===== config.mk =====
export PLATFORM = sky130hd
export DESIGN_NAME = mini_ex_core_rf_mp
export DESIGN_NICKNAME = d
export VERILOG_FILES = /design/src/rtl/mini_ex_core_pkg.sv /design/src/rtl/mini_ex_core_rf_byp.sv /design/src/rtl/mini_ex_core_rf_mp.sv
export SDC_FILE = /design/constraint.sdc
export NUM_CORES = 2
export LEC_CHECK = 0
export CAP_MARGIN = 20
export CORE_ASPECT_RATIO = 0.6
export CORE_MARGIN = 1.5
export CORE_UTILIZATION = 40
export CTS_BUF_LIST = sky130_fd_sc_hd__clkbuf_8 sky130_fd_sc_hd__clkbuf_16
export CTS_CLUSTER_DIAMETER = 40
export DETAILED_ROUTE_END_ITERATION = 8
export PLACE_DENSITY = 0.57
export SLEW_MARGIN = 5
export SYNTH_ARGS = -nofsm -noshare
export SYNTH_HDL_FRONTEND = slang
export SYNTH_SLANG_ARGS = --single-unit

===== constraint.sdc =====
create_clock -name Clock -period 4.3 [get_ports Clock]
set_input_delay 0.645 -clock Clock [delete_from_list [all_inputs] [get_ports Clock]]
set_output_delay 0.645 -clock Clock [all_outputs]
set_load 0.01 [all_outputs]

===== src/rtl/mini_ex_core_pkg.sv =====
// Shared widths, request payloads and flop macros for the mini_ex core register file.
// The payload structs describe one read/write port at the default core configuration.

`ifndef MINI_EX_CORE_DFF_MACROS
`define MINI_EX_CORE_DFF_MACROS
`define MAFIA_DFF(q, d, clk) always_ff @(posedge clk) q <= (d);
`define MAFIA_DFF_RST(q, d, clk, rst) always_ff @(posedge clk) if (rst) q <= '0; else q <= (d);
`define MAFIA_DFF_RST_EN(q, d, en, clk, rst) always_ff @(posedge clk) if (rst) q <= '0; else if (en) q <= (d);
`endif

package mini_ex_core_pkg;

    localparam int unsigned DATA_WIDTH = 32;
    localparam int unsigned NUM_REGS   = 32;
    localparam int unsigned ADDR_W     = $clog2(NUM_REGS);

    typedef struct packed {
        logic              en;
        logic [ADDR_W-1:0] addr;
    } rf_rd_req_t;

    typedef struct packed {
        logic                  en;
        logic [ADDR_W-1:0]     addr;
        logic [DATA_WIDTH-1:0] data;
    } rf_wr_req_t;

endpackage


===== src/rtl/mini_ex_core_rf_byp.sv =====
// Per-read-port write-first bypass: the highest-numbered matching write port wins,
// and register 0 reads as zero / not pending when it is hardwired.

module mini_ex_core_rf_byp #(
    parameter int unsigned DATA_WIDTH = 32,
    parameter int unsigned ADDR_W     = 5,
    parameter int unsigned NUM_WR     = 2,
    parameter int unsigned ZERO_REG   = 1
) (
    input  logic [ADDR_W-1:0]            rd_addr,
    input  logic [NUM_WR-1:0]            wr_en,
    input  logic [NUM_WR*ADDR_W-1:0]     wr_addr,
    input  logic [NUM_WR*DATA_WIDTH-1:0] wr_data,
    input  logic [DATA_WIDTH-1:0]        arr_data,
    input  logic                         arr_pend,
    output logic [DATA_WIDTH-1:0]        sel_data_c,
    output logic                         sel_pend_c
);

    always_comb begin
        sel_data_c = arr_data;
        sel_pend_c = arr_pend;
        // Later ports overwrite earlier ones, so port 1 takes priority.
        for (int w = 0; w < int'(NUM_WR); w++) begin
            if (wr_en[w] && (wr_addr[w*ADDR_W +: ADDR_W] == rd_addr)) begin
                sel_data_c = wr_data[w*DATA_WIDTH +: DATA_WIDTH];
            end
        end
        if ((ZERO_REG != 0) && (rd_addr == '0)) begin
            sel_data_c = '0;
            sel_pend_c = 1'b0;
        end
    end

endmodule


===== src/rtl/mini_ex_core_rf_mp.sv =====
// Multi-ported register file with a pending-result scoreboard, one-cycle registered
// reads, write-first bypass and optional hardwired-zero register 0.

module mini_ex_core_rf_mp #(
    parameter int unsigned DATA_WIDTH = mini_ex_core_pkg::DATA_WIDTH,
    parameter int unsigned NUM_REGS   = mini_ex_core_pkg::NUM_REGS,
    parameter int unsigned NUM_RD     = 2,
    parameter int unsigned NUM_WR     = 2,
    parameter int unsigned ZERO_REG   = 1,
    localparam int unsigned ADDR_W    = $clog2(NUM_REGS)
) (
    input  logic                         Clock,
    input  logic                         Rst,
    input  logic [NUM_RD*ADDR_W-1:0]     RdAddrQ100H,
    input  logic [NUM_RD-1:0]            RdEnQ100H,
    input  logic [NUM_WR-1:0]            WrEnQ100H,
    input  logic [NUM_WR*ADDR_W-1:0]     WrAddrQ100H,
    input  logic [NUM_WR*DATA_WIDTH-1:0] WrDataQ100H,
    input  logic                         PendSetEnQ100H,
    input  logic [ADDR_W-1:0]            PendSetAddrQ100H,
    output logic [NUM_RD*DATA_WIDTH-1:0] RdDataQ101H,
    output logic [NUM_RD-1:0]            RdPendQ101H,
    output logic [NUM_REGS-1:0]          PendVecQ100H
);

    logic [DATA_WIDTH-1:0] regs [NUM_REGS];
    logic [NUM_REGS-1:0]   pend_q;
    logic [NUM_REGS-1:0]   pend_next;

    // Storage array; later write ports win on an address collision.
    always_ff @(posedge Clock) begin
        if (Rst) begin
            for (int r = 0; r < int'(NUM_REGS); r++) begin
                regs[r] <= '0;
            end
        end else begin
            for (int w = 0; w < int'(NUM_WR); w++) begin
                if (WrEnQ100H[w] &&
                    !((ZERO_REG != 0) && (WrAddrQ100H[w*ADDR_W +: ADDR_W] == '0))) begin
                    regs[WrAddrQ100H[w*ADDR_W +: ADDR_W]] <= WrDataQ100H[w*DATA_WIDTH +: DATA_WIDTH];
                end
            end
        end
    end

    // Writes retire a producer, PendSet issues a new one; the new producer wins.
    always_comb begin
        pend_next = pend_q;
        for (int w = 0; w < int'(NUM_WR); w++) begin
            if (WrEnQ100H[w]) begin
                pend_next[WrAddrQ100H[w*ADDR_W +: ADDR_W]] = 1'b0;
            end
        end
        if (PendSetEnQ100H) begin
            pend_next[PendSetAddrQ100H] = 1'b1;
        end
        if (ZERO_REG != 0) begin
            pend_next[0] = 1'b0;
        end
    end

    `MAFIA_DFF_RST(pend_q, pend_next, Clock, Rst)

    assign PendVecQ100H = pend_q;

    for (genvar p = 0; p < int'(NUM_RD); p++) begin : g_rd
        logic [ADDR_W-1:0]     rd_addr;
        logic [DATA_WIDTH-1:0] byp_data;
        logic                  byp_pend;
        logic [DATA_WIDTH-1:0] rd_data_q;
        logic                  rd_pend_q;

        assign rd_addr = RdAddrQ100H[p*ADDR_W +: ADDR_W];

        mini_ex_core_rf_byp #(
            .DATA_WIDTH (DATA_WIDTH),
            .ADDR_W     (ADDR_W),
            .NUM_WR     (NUM_WR),
            .ZERO_REG   (ZERO_REG)
        ) u_byp (
            .rd_addr    (rd_addr),
            .wr_en      (WrEnQ100H),
            .wr_addr    (WrAddrQ100H),
            .wr_data    (WrDataQ100H),
            .arr_data   (regs[rd_addr]),
            .arr_pend   (pend_next[rd_addr]),
            .sel_data_c (byp_data),
            .sel_pend_c (byp_pend)
        );

        // A disabled port holds its last result.
        `MAFIA_DFF_RST_EN(rd_data_q, byp_data, RdEnQ100H[p], Clock, Rst)
        `MAFIA_DFF_RST_EN(rd_pend_q, byp_pend, RdEnQ100H[p], Clock, Rst)

        assign RdDataQ101H[p*DATA_WIDTH +: DATA_WIDTH] = rd_data_q;
        assign RdPendQ101H[p]                          = rd_pend_q;
    end

endmodule


# Word level (Yosys, flattened, before mapping)

Memory sizes are Yosys's and may differ from the RTL's.
Cells that the tools add are included.

Bits in registers: 98
Memory bits (writable): 1024
Bits of input ports: 96
Memories kept: 1

Memory list:

| name | words | bits a word | rd ports | clocked after Yosys merged registers in | wr ports | line                     | RTL |
|---|---|---|---|---|---|---|---|
| regs | 32    | 32          | 2        | 0                                       | 32       | mini_ex_core_rf_mp.sv:26 | `logic [DATA_WIDTH-1:0] regs [NUM_REGS];` |

Magnitude comparators: 8
Eq/ne operators: 4
Muxes and demuxes: 35
Bitwise gates (word level): 5
Reductions and logical operators: 17

Operator list:

| cell                                                                                 | number |
|---|---|
| 32-bit two-way mux                                                                   | 11 |
| 32-bit AND                                                                           | 2 |
| 32-bit inverter                                                                      | 2 |
| 32-bit OR reduction                                                                  | 2 |
| 32-bit bitwise OR                                                                    | 1 |
| 5-bit by 6-bit < comparator with 1-bit output (second input constant)                | 5 |
| 5-bit == test                                                                        | 4 |
| 5-bit logical NOT                                                                    | 4 |
| 1-bit two-way mux                                                                    | 17 |
| 1-bit demux with 5-bit select                                                        | 3 |
| 5-bit by 1-bit greater-or-equal comparator with 1-bit output (second input constant) | 3 |
| 1-bit binary-select mux with 5-bit select                                            | 2 |
| 5-bit two-way mux                                                                    | 2 |
| 1-bit logical AND                                                                    | 9 |
| 1-bit logical NOT                                                                    | 2 |

# Longest topological paths before layout

Depth after elaboration: 14
Mapped depth: 11
Mapped depth without buffers: 7

# Hierarchy

Synthesis repeated with hierarchy kept, for this count alone.

Cell total of the unflattened synthesis: 4279
Area total of the unflattened synthesis: 64740.8 um^2

Modules (own cells, without submodules):

| module              | times used | cells each | area an instance (um^2) |
|---|---|---|---|
| mini_ex_core_rf_mp  | 1          | 3925       | 62193.4 |
| mini_ex_core_rf_byp | 2          | 177        | 1273.7 |

# Worst setup path after synthesis

No wires, ideal clock.

Path kind: in2reg
From: in Rst
To: mem regs[12][0], enable pin
Arrival time: 3980 ps
Required time: 3834 ps
Path slack: -146 ps
Cell stages on the path: 6
Cells stage by stage: inv_2 > buf_2 > nand2_1 > or4_1 > clkbuf_1 > o21ai_0

RTL lines:

| what               | line                     | RTL |
|---|---|---|
| start: declaration | mini_ex_core_rf_mp.sv:13 | `input logic Rst,` |
| end: declaration   | mini_ex_core_rf_mp.sv:26 |  |

# Worst setup path after layout

From: in WrAddrQ100H[9]
To: reg g_rd[0].rd_pend_q

Longest elaborated chain between the ends: 12

Ends and longest elaborated chain:

| what                                                                                                                                                       | line                      | RTL |
|---|---|---|
| start: declaration                                                                                                                                         | mini_ex_core_rf_mp.sv:17  | `input logic [NUM_WR*ADDR_W-1:0] WrAddrQ100H,` |
| 5-bit by 6-bit < comparator with 1-bit output (not written as such) / 5-bit by 1-bit greater-or-equal comparator with 1-bit output (equally long branches) | mini_ex_core_rf_mp.sv:51  | `pend_next[WrAddrQ100H[w*ADDR_W +: ADDR_W]] = 1'b0;` |
| 1-bit logical AND (not written as such)                                                                                                                    | mini_ex_core_rf_mp.sv:51  |  |
| 1-bit two-way mux (not written as such)                                                                                                                    | mini_ex_core_rf_mp.sv:51  |  |
| 1-bit demux with 5-bit select (*)                                                                                                                          | mini_ex_core_rf_mp.sv:51  |  |
| 32-bit inverter (no source line) (*)                                                                                                                       | --                        |  |
| 32-bit AND (no source line) (*)                                                                                                                            | --                        |  |
| 32-bit two-way mux (*)                                                                                                                                     | mini_ex_core_rf_mp.sv:50  | `if (WrEnQ100H[w]) begin` |
| 32-bit bitwise OR (no source line)                                                                                                                         | --                        |  |
| 32-bit two-way mux (*)                                                                                                                                     | mini_ex_core_rf_mp.sv:54  | `if (PendSetEnQ100H) begin` |
| 1-bit binary-select mux with 5-bit select (*)                                                                                                              | mini_ex_core_rf_mp.sv:86  | `.arr_pend (pend_next[rd_addr]),` |
| 1-bit two-way mux (not written as such) (*)                                                                                                                | mini_ex_core_rf_mp.sv:86  |  |
| 1-bit two-way mux (*)                                                                                                                                      | mini_ex_core_rf_byp.sv:29 | `if ((ZERO_REG != 0) && (rd_addr == '0)) begin` |
| end: declaration                                                                                                                                           | mini_ex_core_rf_mp.sv:71  | `logic rd_pend_q;` |

Every way passes the cells marked *; elsewhere a longest branch is shown, timed or not. The select of a mux whose other input is x is not followed.
A chain may end at the register's enable or synchronous reset.

==> results.yml <==
route:
  vias: 48040
  post-route-drc-count: 0
  viasPerCell: 7.477
  drt-initial-drc-count: 8849
  first_pass_iters: 6
  routed_wl_um: 283300
  wl_per_cell_um: 44.08
  drtAntennaViolNets: 0
clocking:
  root_buffer: "clkbuf_16"
  clockBufferDepth: 3
  ctsResizeCount: 0
  cts_tree: "done"
  clkTransAtPathRegs_ps: 60
  clock_sinks: 1121
  cts_hold_buffers: 0
  numCtsBuffers: 136
  clk_latency_ps: 800
  htreeDepth: 4
  postCtsSetupBuffers: 0
final_layout:
  fin_util: 0.4729
  fin_area_um2: 74030
  final.fill_count: 13270
  fin_nets: 4295
  syn2layout_area_growth_pct: 16.62
  final_cell_count_no_fill: 6426
  drive_gt1_frac: 0.3077
sta:
  tns_ps: 0
  setup-violations-final: 0
  layout_setup_ws_ps: 1060
  slew_viol_final: 0
  worstMarginPinSlew_ps: 1271
  skew_ps: 29.28
  holdWs_ps: 427.8
  rsz0062_at_grt: "false"
  max_slew_margin: 0.1493
  clock.fmax_ghz: 0.3086
  min_period_over_period: 0.7536
  period_minus_slack_ps: 3240
  hold_viol: 0
yosys:
  synth_area_per_cell_um2: 15.06
  syn_inst: 4215
  synth-main-ff-cell: "edfxtp_1"
  yosysUniqueCellTypes: 68
  syn_area_um2: 63480
  yosysWarnings: 0
  ys_ff_latch: 1121
  synth_edf_count: 1024
  synthArstFlopShare: 0
  ys_seq_area_frac: 0.5150
setup_path:
  crit_type: "in2reg"
  path_max_fanout: 11
  worst_setup_path_start_kind: "input pin"
  rrSetupSlack_ps: 1740
  crit_path_end_kind: "register"
  crit_arrival_ps: 3870
  required_ps: 4930
place:
  preCtsSetupSlack_ps: 379.7
  place_hpwl_um: 170600
  port-buffer-count: 192
  gp_congestion: 0.9223
  dp_cells: 6170
  placed_area_um2: 69410
floorplan:
  fp-row-count: 112
  initial_utilization: 0.4055
  pin_count: 194
  die_area_um2: 161200
  chipHeight_um: 311.6
  core_um2: 156500
  die-width_um: 517.3
grt:
  grt_max_degree: 113
  antenna_found_initial: 12
  grt_first_pass_wirelength_um: 380500
  grt_overflow: 0
  grt_use_total: 0.3455
  grt_pass1_vias: 45030
pwr:
  p_per_area_nw_per_um2: 394.4
  p_leak_nw: 24.58
  finalPower_mw: 29.20
  peakVddDrop_uv: 431.8
flow_run:
  cap_viol_max_count: 0
run_status:
  outcome: "complete, no violations"
hold_path:
  min_path_type: "in2reg"
## layout make-up
cell class                      count  area [µm²]  share of cell area
Sequential cell                  1121       32690              0.4416
Multi-Input combinational cell   2427       28840              0.3895
Timing Repair Buffer              507        5215             0.07045
Clock buffer                      138        3442             0.04650
Tap cell                         2109        2639             0.03565
Clock inverter                    113        1166             0.01575
Inverter                            6       27.53           0.0003718
Antenna cell                        5       12.51           0.0001690
## layer usage
metal,share of wire,track usage,vias to the layer above
li1,-,-,17810
met1,0.39,0.4949,24990
met2,0.39,0.4450,4601
met3,0.17,0.1654,624
met4,0.041,0.1287,16
met5,0.0012,0.009827,-
## registers in the layout, indices dropped and copies added, names as in the netlist
name and cells:
g_rd.rd_data_q 64, regs 1024, g_rd.rd_pend_q 2, PendVecQ100H 31
## Yosys cell counts (all sizes together) (3+ instances only)
| cell type | instances | area [µm²] |
|---|---|---|
| o21ai | 52 | 260.3 |
| nor2 | 113 | 436.7 |
| nor3b | 5 | 47.54 |
| o211ai | 32 | 240.2 |
| xor2 | 16 | 140.1 |
| xnor2 | 4 | 35.03 |
| a32oi | 32 | 280.3 |
| or3b | 8 | 70.07 |
| buf | 204 | 1040 |
| nand3b | 15 | 123.9 |
| mux2i | 37 | 370.4 |
| o221ai | 27 | 242.7 |
| a22o | 992 | 8688 |
| inv | 6 | 22.52 |
| nor3 | 31 | 175.2 |
| a221oi | 5 | 43.79 |
| mux4 | 645 | 14530 |
| nand2 | 91 | 341.6 |
| nor2b | 42 | 262.8 |
| nor4b | 5 | 43.79 |
| a2111oi | 3 | 33.78 |
| and4b | 3 | 30.03 |
| nor4 | 5 | 37.53 |
| o221a | 17 | 191.4 |
| edfxtp | 1024 | 30750 |
| nand3 | 44 | 220.2 |
| mux2 | 3 | 33.78 |
| or3 | 5 | 36.28 |
| clkbuf | 489 | 1861 |
| and3 | 4 | 25.02 |
| a22oi | 6 | 45.04 |
| a21oi | 122 | 633.1 |
| and2 | 5 | 31.28 |
| o21a | 5 | 37.54 |
| dfxtp | 97 | 1942 |
## placed cells by master, fill, tap and decap left out, drive strengths merged, types with 42 or more instances in the layout
cell type,netlist,final
o21ai,52,52
dfxtp,97,97
nand2,91,91
nand3,44,44
clkbuf,489,138
edfxtp,1024,1024
nor2b,42,42
nor2,113,113
buf,204,332
inv,6,57
mux4,645,645
a22o,992,992
clkdlybuf4s50,0,175
a21oi,122,122
## worst max-delay path, stage by stage
cell	delay [ps]
clkdlybuf4s50_1	900
nand3b_1	700
o221a_2	480
a21oi_1	320
mux2i_1	130
a41oi_1	300
and4_1	300
o41ai_2	80
## power by group
part	switching, mW	internal [mW]
clock	5.29	6.82
combinational	2.38	1.75
sequential	0.400	12.6
## kinds of logic after synthesis
family / after synthesis / synth area share
compound gates: 1303 / 0.1699
xor+xnor: 20 / 0.002759
buf+inv: 699 / 0.04604
flops: 1121 / 0.5150
mux: 685 / 0.2352
other cells: 1 / 0.00005907
simple gates: 386 / 0.03100
## final timing paths
kind / startpoint / to / depth (start not counted)
worst min-delay path: RdAddrQ100H[9] / g_rd[1].rd_pend_q / 3
worst max register to register: regs[11][6] / g_rd[1].rd_data_q[6] / 6
worst min register to register: g_rd[1].rd_data_q[2] / g_rd[1].rd_data_q[2] / 2
worst max-delay path: WrAddrQ100H[9] / g_rd[0].rd_pend_q / 8
No activity file was read; power rests on OpenSTA's default activity.
